==> src/rtl/lvds_frame_gate_pkg.sv <==
// Shared definitions for the LVDS frame gate: FSM encoding and the {group, data}
// FIFO word layout that the AXI-Stream stage also decodes.
package lvds_frame_gate_pkg;

  typedef enum logic [1:0] {
    ST_IDLE     = 2'd0,
    ST_WAIT_SOF = 2'd1,
    ST_WRITE    = 2'd2,
    ST_DROP     = 2'd3
  } state_t;

  // Data occupies the low DW bits; the group flag sits directly above it.
  localparam int WORD_DATA_LSB = 0;

  function automatic int word_group_bit(input int dw);
    return WORD_DATA_LSB + dw;
  endfunction

endpackage

==> src/rtl/lvds_frame_gate_sync_2ff.sv <==
// Generic single-bit two-flop synchronizer with asynchronous active-low reset,
// used for slow PS-side control levels entering the CLK_IN domain.
module sync_2ff (
  input  logic clk,
  input  logic rst_n,
  input  logic d,
  output logic q
);

  logic r_meta;
  logic r_sync;

  always_ff @(posedge clk or negedge rst_n) begin
    if (!rst_n) begin
      r_meta <= 1'b0;
      r_sync <= 1'b0;
    end else begin
      r_meta <= d;
      r_sync <= r_meta;
    end
  end

  assign q = r_sync;

endmodule

==> src/rtl/lvds_frame_gate.sv <==
// Frame-aligned write gate: admits only whole FRAME_NUM-word frames into the
// receive FIFO, dropping a frame entirely when the FIFO cannot hold it.
module lvds_frame_gate
  import lvds_frame_gate_pkg::*;
#(
  parameter int DW         = 15,
  parameter int FRAME_NUM  = 1024,
  parameter int FIFO_DEPTH = 4096,
  parameter int MARGIN     = 8,
  parameter int CW         = 16
) (
  input  logic                            CLK_IN,
  input  logic                            rst_n,
  input  logic                            en_async,
  input  logic [DW-1:0]                   data_in,
  input  logic                            group_in,
  input  logic [$clog2(FIFO_DEPTH):0]     fifo_wr_count,
  input  logic                            fifo_full,
  output logic                            fifo_wr_en,
  output logic [DW:0]                     fifo_wr_data,
  output logic                            busy,
  output logic [CW-1:0]                   frame_cnt,
  output logic [CW-1:0]                   drop_cnt,
  output logic                            err_ovf,
  output logic [1:0]                      o_state
);

  localparam int CNTW    = $clog2(FIFO_DEPTH) + 1;
  localparam int WCW     = $clog2(FRAME_NUM);
  localparam int GRP_BIT = word_group_bit(DW);
  localparam logic [CNTW-1:0] DEPTH_C = CNTW'(FIFO_DEPTH);
  localparam logic [CNTW-1:0] NEED_C  = CNTW'(FRAME_NUM + MARGIN);
  localparam logic [WCW-1:0]  LAST_C  = WCW'(FRAME_NUM - 1);

  logic [DW-1:0]   r_data;
  logic            r_group;
  logic            r_group_rr;
  logic            w_en_s;
  logic            w_sof;
  logic [CNTW-1:0] w_free;
  logic            w_has_room;
  logic            w_last;

  state_t          r_state, w_state_nxt;
  logic [WCW-1:0]  r_word_cnt, w_word_cnt_nxt;
  logic            r_wr_en, w_wr_en_nxt;
  logic [DW:0]     r_wr_data;
  logic [CW-1:0]   r_frame_cnt, w_frame_cnt_nxt;
  logic [CW-1:0]   r_drop_cnt, w_drop_cnt_nxt;
  logic            r_err_ovf, w_err_ovf_nxt;

  sync_2ff u_en_sync (
    .clk   (CLK_IN),
    .rst_n (rst_n),
    .d     (en_async),
    .q     (w_en_s)
  );

  assign w_sof      = r_group & ~r_group_rr;
  assign w_free     = DEPTH_C - fifo_wr_count;
  assign w_has_room = (w_free >= NEED_C);
  assign w_last     = (r_word_cnt == LAST_C);

  always_comb begin
    w_state_nxt     = r_state;
    w_word_cnt_nxt  = r_word_cnt;
    w_wr_en_nxt     = 1'b0;
    w_frame_cnt_nxt = r_frame_cnt;
    w_drop_cnt_nxt  = r_drop_cnt;
    w_err_ovf_nxt   = r_err_ovf;
    case (r_state)
      ST_IDLE: begin
        if (w_en_s) w_state_nxt = ST_WAIT_SOF;
      end
      ST_WAIT_SOF: begin
        if (!w_en_s) begin
          w_state_nxt = ST_IDLE;
        end else if (w_sof) begin
          w_word_cnt_nxt = WCW'(1);
          if (w_has_room) begin
            w_state_nxt = ST_WRITE;
            if (fifo_full) w_err_ovf_nxt = 1'b1;
            else           w_wr_en_nxt   = 1'b1;
          end else begin
            w_state_nxt    = ST_DROP;
            w_drop_cnt_nxt = r_drop_cnt + CW'(1);
          end
        end
      end
      ST_WRITE: begin
        // A full FIFO loses the word but the count keeps frame alignment.
        if (fifo_full) w_err_ovf_nxt = 1'b1;
        else           w_wr_en_nxt   = 1'b1;
        if (w_last) begin
          w_word_cnt_nxt  = '0;
          w_frame_cnt_nxt = r_frame_cnt + CW'(1);
          w_state_nxt     = w_en_s ? ST_WAIT_SOF : ST_IDLE;
        end else begin
          w_word_cnt_nxt = r_word_cnt + WCW'(1);
        end
      end
      ST_DROP: begin
        if (w_last) begin
          w_word_cnt_nxt = '0;
          w_state_nxt    = w_en_s ? ST_WAIT_SOF : ST_IDLE;
        end else begin
          w_word_cnt_nxt = r_word_cnt + WCW'(1);
        end
      end
      default: w_state_nxt = ST_IDLE;
    endcase
  end

  always_ff @(posedge CLK_IN or negedge rst_n) begin
    if (!rst_n) begin
      r_data      <= '0;
      r_group     <= 1'b0;
      r_group_rr  <= 1'b0;
      r_state     <= ST_IDLE;
      r_word_cnt  <= '0;
      r_wr_en     <= 1'b0;
      r_wr_data   <= '0;
      r_frame_cnt <= '0;
      r_drop_cnt  <= '0;
      r_err_ovf   <= 1'b0;
    end else begin
      r_data      <= data_in;
      r_group     <= group_in;
      r_group_rr  <= r_group;
      r_state     <= w_state_nxt;
      r_word_cnt  <= w_word_cnt_nxt;
      r_wr_en     <= w_wr_en_nxt;
      r_wr_data[GRP_BIT]               <= r_group;
      r_wr_data[WORD_DATA_LSB +: DW]   <= r_data;
      r_frame_cnt <= w_frame_cnt_nxt;
      r_drop_cnt  <= w_drop_cnt_nxt;
      r_err_ovf   <= w_err_ovf_nxt;
    end
  end

  // fifo_wr_en is a single-cycle strobe qualifying fifo_wr_data; the FIFO has no
  // ready path, so room is checked once per frame and fifo_full per word.
  assign fifo_wr_en   = r_wr_en;
  assign fifo_wr_data = r_wr_data;
  assign busy         = (r_state == ST_WRITE) || (r_state == ST_DROP);
  assign frame_cnt    = r_frame_cnt;
  assign drop_cnt     = r_drop_cnt;
  assign err_ovf      = r_err_ovf;
  assign o_state      = r_state;

endmodule

==> config.mk <==
export PLATFORM = sky130hd
export DESIGN_NAME = lvds_frame_gate
export DESIGN_NICKNAME = d
export VERILOG_FILES = /design/src/rtl/lvds_frame_gate_pkg.sv /design/src/rtl/lvds_frame_gate_sync_2ff.sv /design/src/rtl/lvds_frame_gate.sv
export SDC_FILE = /design/constraint.sdc
export NUM_CORES = 1
export LEC_CHECK = 0
export ABC_AREA = 0
export BUFFER_PORTS_ARGS = -buffer_cell sky130_fd_sc_hd__buf_2
export CORE_MARGIN = 5
export CORE_UTILIZATION = 54
export CTS_BUF_LIST = sky130_fd_sc_hd__clkbuf_4 sky130_fd_sc_hd__clkbuf_8
export DETAILED_ROUTE_END_ITERATION = 12
export PLACE_DENSITY = 0.82
export SLEW_MARGIN = 40
export SYNTH_ARGS = -nofsm -noshare
export SYNTH_HDL_FRONTEND = slang
export SYNTH_SLANG_ARGS = --single-unit
==> constraint.sdc <==
create_clock -name CLK_IN -period 2.3 [get_ports CLK_IN]
set_input_delay 0.345 -clock CLK_IN [delete_from_list [all_inputs] [get_ports CLK_IN]]
set_output_delay 0.345 -clock CLK_IN [all_outputs]
set_load 0.1 [all_outputs]
==> flow_summary.json, run 1 <==
{
  "synth_top_area_share_pct": 61.5,
  "skew_ps": 15.1,
  "detail-route-antenna-nets": 0,
  "placed_cells": 428,
  "tritoncts": "built",
  "cts_max_path_buffers": 2,
  "yosysSeqAreaShare_pct": 61.5,
  "placed_cell_area_mm2": 0.00382,
  "switchingPower_mw": 1.27,
  "yosys_warnings": 0,
  "clkPwrFrac_pct": 27.7,
  "yosysMostFrequentCell": "dfrtp_1",
  "routed_wl_um": 6590,
  "relSlewSlack_pct": 54.4,
  "avgSynthCellArea_um2": 12.2,
  "antenna_cells": 0,
  "tightest_slew_ps": 682,
  "ir_drop_v": 0.000531,
  "gr-total-overflow": 0,
  "setup-violations-final": 0,
  "cts_root_buf": "clkbuf_8",
  "r2r_cells": 7,
  "vias_per_cell": 5.27,
  "hp-class": "in -> async",
  "timing.final.crit_share_pct": 93.8,
  "fin_crit_ps": 2160,
  "fp.dieW_um": 87.6,
  "drv_cap": 0,
  "drive_gt1_share_pct": 34.7,
  "power.leakage_nw": 1.99,
  "yosysTopAreaCell": "dfrtp_1",
  "crit_fanout": 6,
  "hold_violations": 0,
  "required_ps": 1960,
  "fp.dieH_um": 87.6,
  "p_int_mw": 2.10,
  "synthDistinctLibCells": 47,
  "powerDensity_mw_per_mm2": 839,
  "crit_type": "reg -> out",
  "clock.fmax_ghz": 0.463,
  "synth_area_mm2": 0.00325,
  "cts.clk_slew.worst_paths_ps": 90,
  "power_switching_share_pct": 37.6,
  "syn_to_final_growth_pct": 23.3,
  "synthTopCellsByArea": "dfrtp_1 62%, xor2_1 5.1%, xnor2_1 3.0%, ha_1 2.7%, nand2_1 2.7%",
  "ys_ff_latch": 80,
  "design_area_mm2": 0.00401,
  "start_kind": "flip-flop",
  "synth_common_cells": "80 x dfrtp_1, 23 x nand2_1, 19 x xor2_1",
  "syn_nets": 306,
  "start_util_pct": 55.3,
  "share_seq_of_total_power_pct": 46.3,
  "finalNetCount": 404,
  "globalplace.congestion": 0.841,
  "grt_max_degree": 54,
  "io_pins": 86,
  "report.final.slew_viol_count": 0,
  "critPathCaptureType": "output pin",
  "drc": 0,
  "dr.pass1.iters": 4,
  "portBuffers": 85,
  "synth_edf_count": 0,
  "cts-buffers-inserted": 9,
  "die-area_mm2": 0.00768,
  "ys.flop_type": "dfrtp_1",
  "dp_hpwl_um": 4950,
  "post_synth_inst_count": 266,
  "clock_latency_ps": 340,
  "p_comb_share_pct": 26.0,
  "status": "completed",
  "fin_cells": 444,
  "clock_sinks": 80,
  "grt_pass1_wl_um": 10900,
  "rsz0062_at_grt": "false",
  "num_vias": 2342,
  "core_area_mm2": 0.00589,
  "grt_pass1_vias": 2361,
  "wl_per_cell_um": 14.8,
  "async_flop_share_pct": 100,
  "rows": 28,
  "grt_use_total_pct": 18.4,
  "cts_max_level": 3,
  "antenna_found_initial": 0,
  "drtIter0Drc": 97,
  "worstPathArrival_ps": 1810
}
## final timing paths
| path | from | to | slack, ps |
|---|---|---|---|
| setup / recovery | o_state[1]$_DFFE_PN0P_ | busy | 140 |
| hold / removal | rst_n | frame_cnt[14]$_DFFE_PN0P_ | 20 |
| setup reg to reg | o_state[0]$_DFFE_PN0P_ | frame_cnt[6]$_DFFE_PN0P_ | 160 |
| hold reg to reg | r_data[3]$_DFF_PN0_ | fifo_wr_data[3]$_DFF_PN0_ | 360 |
| max in group asynchronous | rst_n | fifo_wr_data[14]$_DFF_PN0_ | 1590 |
| min in group CLK_IN | data_in[0] | r_data[0]$_DFF_PN0_ | 100 |
## cells in the final DEF (no fill, tap or decap), drive strengths merged, types with 2 or more instances in the layout
cell,n
and4,2
clkinvlp,2
mux2,2
a21oi,2
nor3b,5
o31ai,5
ha,7
nand3,14
nor3,8
nor4,9
clkbuf,11
nor2,17
o21ai,13
nand2,24
and2,3
xnor2,11
xor2,19
dfrtp,80
and3,4
clkinv,3
nand4,9
nor4b,3
nor2b,2
buf,89
o311ai,2
nand2b,2
inv,10
## kinds of logic after synthesis
| kind of cell | Yosys count | share of synthesized area, % |
|---|---|---|
| XOR/XNOR | 30 | 8.08 |
| multiplexers | 3 | 1.00 |
| adder cells (fa/ha/maj) | 7 | 2.69 |
| AO/OA/AOI/OAI | 29 | 5.73 |
| AND/OR/NAND/NOR | 105 | 19.4 |
| flip-flops | 80 | 61.5 |
| buffers and inverters | 12 | 1.54 |
## what timing repair did
item | 4_1_cts | 5_1_grt
buffers inserted | 0 | 0
setup endpoints to repair | 0 | 1
hold buffers | 0 | 0
endpoints found under the hold margin | 0 | 0
gates resized for setup | 0 | 2
## per-stage QoR
step / setup TNS, ps / utilization [%] / hold WS, ps / worst slack, ps / power (mW)
after floorplan: -94.6 / - / 49.4 / -28.5 / 2.24
after global placement: 0 / 64.9 / 331 / 291 / 2.44
after detailed placement: 0 / 64.9 / 336 / 200 / 2.46
after CTS: 0 / 68.0 / 40.2 / 10.3 / 3.40
after global routing: 0 / 68.1 / 65.2 / 45.2 / 3.53
final: 0 / 68.1 / 21.9 / 142 / 3.37
## registers in the layout (all words and copies together), names as in the netlist
signal            cells
drop_cnt             16
frame_cnt            16
fifo_wr_data         15
r_data               15
r_word_cnt           10
o_state               2
err_ovf               1
fifo_wr_en            1
r_group               1
r_group_rr            1
u_en_sync.q           1
u_en_sync.r_meta      1
## critical path: stages (launching register included)
cell and delay (ps):
dfrtp_4 510, ha_1 280, nor2_4 190, clkinvlp_4 180
clkbuf_4 310
## metal layers
| layer | up-vias | track usage [%] | part of all wire [%] |
|---|---|---|---|
| li1 | 1137 | - | - |
| met5 | - | 0 | 0 |
| met4 | 0 | 6.42 | 0.70 |
| met2 | 70 | 31.2 | 51 |
| met1 | 1131 | 22.7 | 42 |
| met3 | 4 | 5.08 | 6.0 |
## power by group through the flow
stage	Clock, mW	Combinational (mW)	Sequential, mW
after floorplan	0	0.281	1.96
after global placement	0	0.855	1.58
after detailed placement	0	0.874	1.59
after CTS	0.958	0.878	1.56
after global routing	1.02	0.937	1.57
final	0.932	0.875	1.56
## cell type report
| type | count | area, µm² |
|---|---|---|
| Sequential cell | 80 | 2010 |
| Fill cell | 475 | 1880 |
| Multi-Input combinational cell | 174 | 1210 |
| Timing Repair Buffer | 90 | 468 |
| Clock buffer | 10 | 131 |
| Tap cell | 75 | 93.8 |
| Clock inverter | 6 | 51.3 |
| Inverter | 9 | 37.5 |
Note: power is estimated with default switching activity, not from simulation.
==> run 2: changes to the inputs <==
CORE_MARGIN = 2   (was 5)
==> run 2 against run 1 <==
Effect of this change:
- the flow now finishes with violations (negative hold slack)
- worst hold slack lost 22 ps
- final cell count up 0.45%
- critical path depth rose by 1
- largest cell class unchanged
==> flow_summary.json, run 2 (same netlist as run 1, synthesis figures left out) <==
{
  "p_comb_share_pct": 25.6,
  "drv_cap": 0,
  "clkPwrFrac_pct": 28.4,
  "vias_per_cell": 5.38,
  "num-fill-cells": 456,
  "tritoncts": "built",
  "p_int_mw": 2.10,
  "crit_type": "reg -> out",
  "detail-route-antenna-nets": 0,
  "layout_commonest_cell": "buf_2",
  "fp.dieW_um": 81.6,
  "hp-class": "in -> async",
  "clock_sinks": 80,
  "core_area_mm2": 0.00589,
  "hold_violations": 1,
  "grt_pass1_vias": 2324,
  "powerDensity_mw_per_mm2": 844,
  "finalNetCount": 406,
  "power_mw": 3.40,
  "grt_pass1_wl_um": 10600,
  "switchingPower_mw": 1.30,
  "die-area_mm2": 0.00666,
  "status": "finished, violations left",
  "cts_root_buf": "clkbuf_8",
  "drtIter0Drc": 166,
  "antenna_found_initial": 0,
  "share_seq_of_total_power_pct": 46.0,
  "globalplace.congestion": 0.826,
  "wl_per_cell_um": 14.3,
  "dp_hpwl_um": 4570,
  "required_ps": 1960,
  "fp.dieH_um": 81.6,
  "skew_ps": 8.69,
  "fin_crit_ps": 2120,
  "failed_checks": "negative hold slack",
  "cts_max_level": 3,
  "relSlewSlack_pct": 56.9,
  "clock.fmax_ghz": 0.472,
  "ir_drop_v": 0.000489,
  "start_kind": "flip-flop",
  "routed_wl_um": 6380,
  "fin_cells": 446,
  "cts.clk_slew.worst_paths_ps": 90,
  "rsz0062_at_grt": "false",
  "drc": 0,
  "cts_max_path_buffers": 2,
  "start_util_pct": 55.3,
  "seqCellArea_mm2": 0.00201,
  "multi_input_area_mm2": 0.00121,
  "grt_max_degree": 51,
  "grt_use_total_pct": 21.2,
  "drive_gt1_share_pct": 35.0,
  "setup-violations-final": 0,
  "num_vias": 2398,
  "io_pins": 86,
  "crit_fanout": 6,
  "portBuffers": 85,
  "power_switching_share_pct": 38.3,
  "cts-buffers-inserted": 9,
  "tightest_slew_ps": 645,
  "syn_to_final_growth_pct": 23.8,
  "gr-total-overflow": 0,
  "rows": 28,
  "whs_ps": -0.519,
  "critPathCaptureType": "output pin",
  "timing.final.crit_share_pct": 92.2,
  "layout_common_cells": "83 x buf_2, 74 x dfrtp_1, 23 x nand2_1",
  "clock_latency_ps": 350,
  "placed_cells": 429,
  "dr.pass1.iters": 4,
  "power.leakage_nw": 2.00,
  "worstPathArrival_ps": 1780,
  "antenna_cells": 0,
  "report.final.slew_viol_count": 0
}
## run 2: changes by cell type in the layout (fill, tap and decap cells not counted)
cell | before | now
inv_6 | 2 | 3
clkinv_4 | 3 | 0
buf_4 | 6 | 9
inv_8 | 0 | 2
clkinv_2 | 0 | 1
clkbuf_4 | 2 | 0
## run 2: cell type report
cell class	count	area share (%)
tap	75	2.33
sequential	80	50.0
clock buffer	9	3.08
timing repair buffer	92	12.0
inverter	9	0.932
clock inverter	7	1.52
multi-input combinational	174	30.1
## run 2: per-layer routing
layer	wire length (µm)	GRT usage, %	up-vias
li1	-	-	1133
met4	119	8.67	0
met5	0	0	-
met2	3190	36.0	94
met1	2700	26.0	1163
met3	381	5.38	8
## run 2: power groups by stage
stage	Combinational (mW)	Sequential, mW	Clock [mW]
floorplan	0.281	1.96	0
global placement	0.855	1.59	0
detailed placement	0.866	1.59	0
CTS	0.871	1.56	1.00
global route	0.934	1.58	1.06
finish	0.871	1.56	0.966
## run 2: through the flow
stage	instance area, µm²	setup slack (ps)	setup TNS (ps)	util, %
after global routing	4030	14.3	0	68.4
after global placement	3830	274	0	65.0
after detailed placement	3830	180	0	65.0
after floorplan	3280	-28.5	-94.6	-
final	4030	180	0	68.4
after CTS	4020	54.5	0	68.2
## run 2: path summary, 6_finish.rpt
check,startpoint,cells after the start,slack [ps],to
worst max-delay path,o_state[0]$_DFFE_PN0P_,5,180,busy
worst min-delay path,rst_n,1,-0.5,frame_cnt[11]$_DFFE_PN0P_
worst max register to register,o_state[0]$_DFFE_PN0P_,8,180,frame_cnt[6]$_DFFE_PN0P_
worst min register to register,r_data[12]$_DFF_PN0_,0,350,fifo_wr_data[12]$_DFF_PN0_
max in group asynchronous,rst_n,2,1570,fifo_wr_en$_DFF_PN0_
min in group CLK_IN,data_in[9],1,90,r_data[9]$_DFF_PN0_
## run 2: worst max-delay path, stage by stage (launching register included)
cell        delay, ps
dfrtp_4           440
inv_1              70
ha_1              280
nor2_4            190
clkinvlp_4        180
buf_4             270
## run 2: what timing repair did
action,in CTS,in global routing
pin swaps,0,1
setup endpoints to repair,1,2
resized for setup,1,1
buffers inserted,0,1
hold buffers,0,0
==> run 3: changes to the inputs <==
CORE_UTILIZATION = 55   (was 54)
GPL_TIMING_DRIVEN = 0   (was unset)
PLACE_DENSITY = 0.83   (was 0.82)
SYNTH_HIERARCHICAL = 1   (was unset)
==> run 3 against run 2 <==
Effect of this change:
- the flow now finishes without violations
- wire length is 2.8% higher
- die area is 1.8% higher
- setup slack worse by 27 ps
- global-route usage is 0.061 points lower
- combinational power is 49% higher
- critical endpoint is now o_state[0]$_DFFE_PN0P_
- largest cell class unchanged
==> flow_summary.json, run 3 <==
{
  "routed_wl_um": 6560,
  "gr-total-overflow": 0,
  "skew_ps": 7.89,
  "dp_hpwl_um": 4580,
  "clock_latency_ps": 350,
  "cts_root_buf": "clkbuf_8",
  "core_area_mm2": 0.00592,
  "hp-class": "in -> reg",
  "setup-violations-final": 0,
  "yosysMostFrequentCell": "dfrtp_1",
  "status": "completed",
  "crit_fanout": 8,
  "placed_cells": 428,
  "antenna_found_initial": 0,
  "ir_drop_v": 0.000564,
  "layout_setup_ws_ps": 153,
  "share_seq_of_total_power_pct": 40.0,
  "p_int_mw": 2.37,
  "hold_violations": 0,
  "syn_to_final_growth_pct": 23.7,
  "layout_common_cells": "86 x buf_2, 78 x dfrtp_1, 22 x nand2_1",
  "syn_nets": 308,
  "die-area_mm2": 0.00678,
  "io_pins": 86,
  "synth_edf_count": 0,
  "rows": 28,
  "setup_tns_ps": 0,
  "required_ps": 2540,
  "finalNetCount": 407,
  "ys.flop_type": "dfrtp_1",
  "tritoncts": "built",
  "critPathCaptureType": "flip-flop",
  "rsz0062_at_grt": "false",
  "avgSynthCellArea_um2": 12.6,
  "crit_type": "reg -> reg",
  "power_mw": 3.98,
  "drv_cap": 0,
  "synth_top_area_share_pct": 59.3,
  "worstPathArrival_ps": 2380,
  "powerDensity_mw_per_mm2": 953,
  "clkPwrFrac_pct": 27.3,
  "p_comb_share_pct": 32.7,
  "dr.pass1.iters": 4,
  "crit_start": "r_word_cnt[0]$_DFFE_PN0P_",
  "report.final.slew_viol_count": 0,
  "portBuffers": 85,
  "drive_gt1_share_pct": 37.5,
  "vias_per_cell": 5.31,
  "r2r_start": "r_word_cnt[0]$_DFFE_PN0P_",
  "timing.final.crit_share_pct": 93.3,
  "detail-route-antenna-nets": 0,
  "synthTopCellsByArea": "dfrtp_1 59%, xnor2_1 4.2%, xor2_1 3.9%, a2111oi_2 3.1%, ha_1 3.0%",
  "switchingPower_mw": 1.61,
  "clock_sinks": 80,
  "start_util_pct": 57.0,
  "grt_use_total_pct": 21.2,
  "crit_path_top_delay_cell": "nor3_4",
  "power_switching_share_pct": 40.5,
  "post_synth_inst_count": 267,
  "ys_ff_latch": 80,
  "yosys_warnings": 6,
  "rrSetupSlack_ps": 150,
  "slowest_delay_ps": 410,
  "grt_pass1_wl_um": 10800,
  "place_ws_ps": 195,
  "power.leakage_nw": 2.00,
  "drtIter0Drc": 150,
  "cts_max_path_buffers": 2,
  "grt_pass1_vias": 2374,
  "path_cells": "ha_1 > nand3_4 > nor3_4 > nor2_4 > a311oi_2 > mux2_2",
  "tightest_slew_ps": 551,
  "fp.dieW_um": 82.3,
  "async_flop_share_pct": 100,
  "design_area_mm2": 0.00417,
  "synthDistinctLibCells": 48,
  "antenna_cells": 0,
  "layout_commonest_cell": "buf_2",
  "final_core_util_pct": 70.5,
  "wl_per_cell_um": 14.7,
  "cts.clk_slew.worst_paths_ps": 90,
  "whs_ps": 92.1,
  "clock.fmax_ghz": 0.466,
  "relSlewSlack_pct": 63.2,
  "placed_cell_area_mm2": 0.00394,
  "worst_path_dominant_cell_family": "simple AND/OR/NAND/NOR gates",
  "drc": 0,
  "hp-start": "data_in[13]",
  "worst-path-buf-inv": 0,
  "fin_cells": 446,
  "synth_area_mm2": 0.00337,
  "globalplace.congestion": 0.842,
  "synth_common_cells": "80 x dfrtp_1, 22 x nand2_1, 17 x nand3_1",
  "cts_max_level": 3,
  "yosysSeqAreaShare_pct": 59.3,
  "yosysTopAreaCell": "dfrtp_1",
  "start_kind": "flip-flop",
  "fin_crit_ps": 2150,
  "fp.dieH_um": 82.3,
  "num_vias": 2370,
  "grt_max_degree": 61,
  "cts-buffers-inserted": 9
}
## run 3: cell types whose count changed after synthesis, sizes merged, moves of 5 or more
cell and delta:
a2111oi +7, nor4 -7, a211oi +5, nor3 -5, o21ai -5, xnor2 +5
## run 3: power groups by stage
| stage | clock, mW | combinational (mW) | sequential (mW) |
|---|---|---|---|
| after global routing | 1.18 | 1.39 | 1.61 |
| after CTS | 1.12 | 1.31 | 1.59 |
| final | 1.09 | 1.30 | 1.59 |
| after detailed placement | 0 | 1.27 | 1.62 |
| after floorplan | 0 | 0.537 | 2.08 |
| after global placement | 0 | 1.24 | 1.62 |
## run 3: layout make-up
| cell class | count | area [µm²] |
|---|---|---|
| Sequential cell | 80 | 2010 |
| Fill cell | 436 | 1750 |
| Multi-Input combinational cell | 174 | 1310 |
| Timing Repair Buffer | 88 | 479 |
| Clock buffer | 10 | 138 |
| Tap cell | 75 | 93.8 |
| Clock inverter | 6 | 72.6 |
| Buffer | 7 | 45.0 |
| Inverter | 6 | 26.3 |
## run 3: metal layers
layer  wire length [µm]  up-vias  share of wire, %  global-route usage (%)
met2               3280       79                50                    34.4
met3                382       10               5.8                    6.20
li1                   -     1150                 -                       -
met5                  0        -                 0                       0
met1               2830     1131                43                    27.2
met4                 71        0               1.1                    7.33
## run 3: cells by family after synthesis
group | Yosys count | synth area share, %
AO/OA/AOI/OAI | 39 | 10.3
AND/OR/NAND/NOR | 91 | 15.4
flip-flops | 80 | 59.3
XOR/XNOR | 31 | 8.05
multiplexers | 5 | 2.00
adder cells (fa/ha/maj) | 8 | 2.97
buffers and inverters | 13 | 2.00
## run 3: final timing paths
| kind | end | cells past startpoint |
|---|---|---|
| max in group asynchronous | o_state[0]$_DFFE_PN0P_ | 3 |
| setup / recovery | o_state[0]$_DFFE_PN0P_ | 6 |
| setup reg to reg | o_state[0]$_DFFE_PN0P_ | 6 |
| hold reg to reg | fifo_wr_data[7]$_DFF_PN0_ | 0 |
| hold / removal | r_data[13]$_DFF_PN0_ | 1 |
| min in group asynchronous | r_word_cnt[9]$_DFFE_PN0P_ | 2 |
## run 3: what timing repair did
action / 4_1_cts / 5_1_grt
setup endpoints to repair: 1 / 0
endpoints found under the hold margin: 20 / 0
hold buffers: 1 / 0
buffers inserted: 1 / 0
resized for setup: 1 / 0
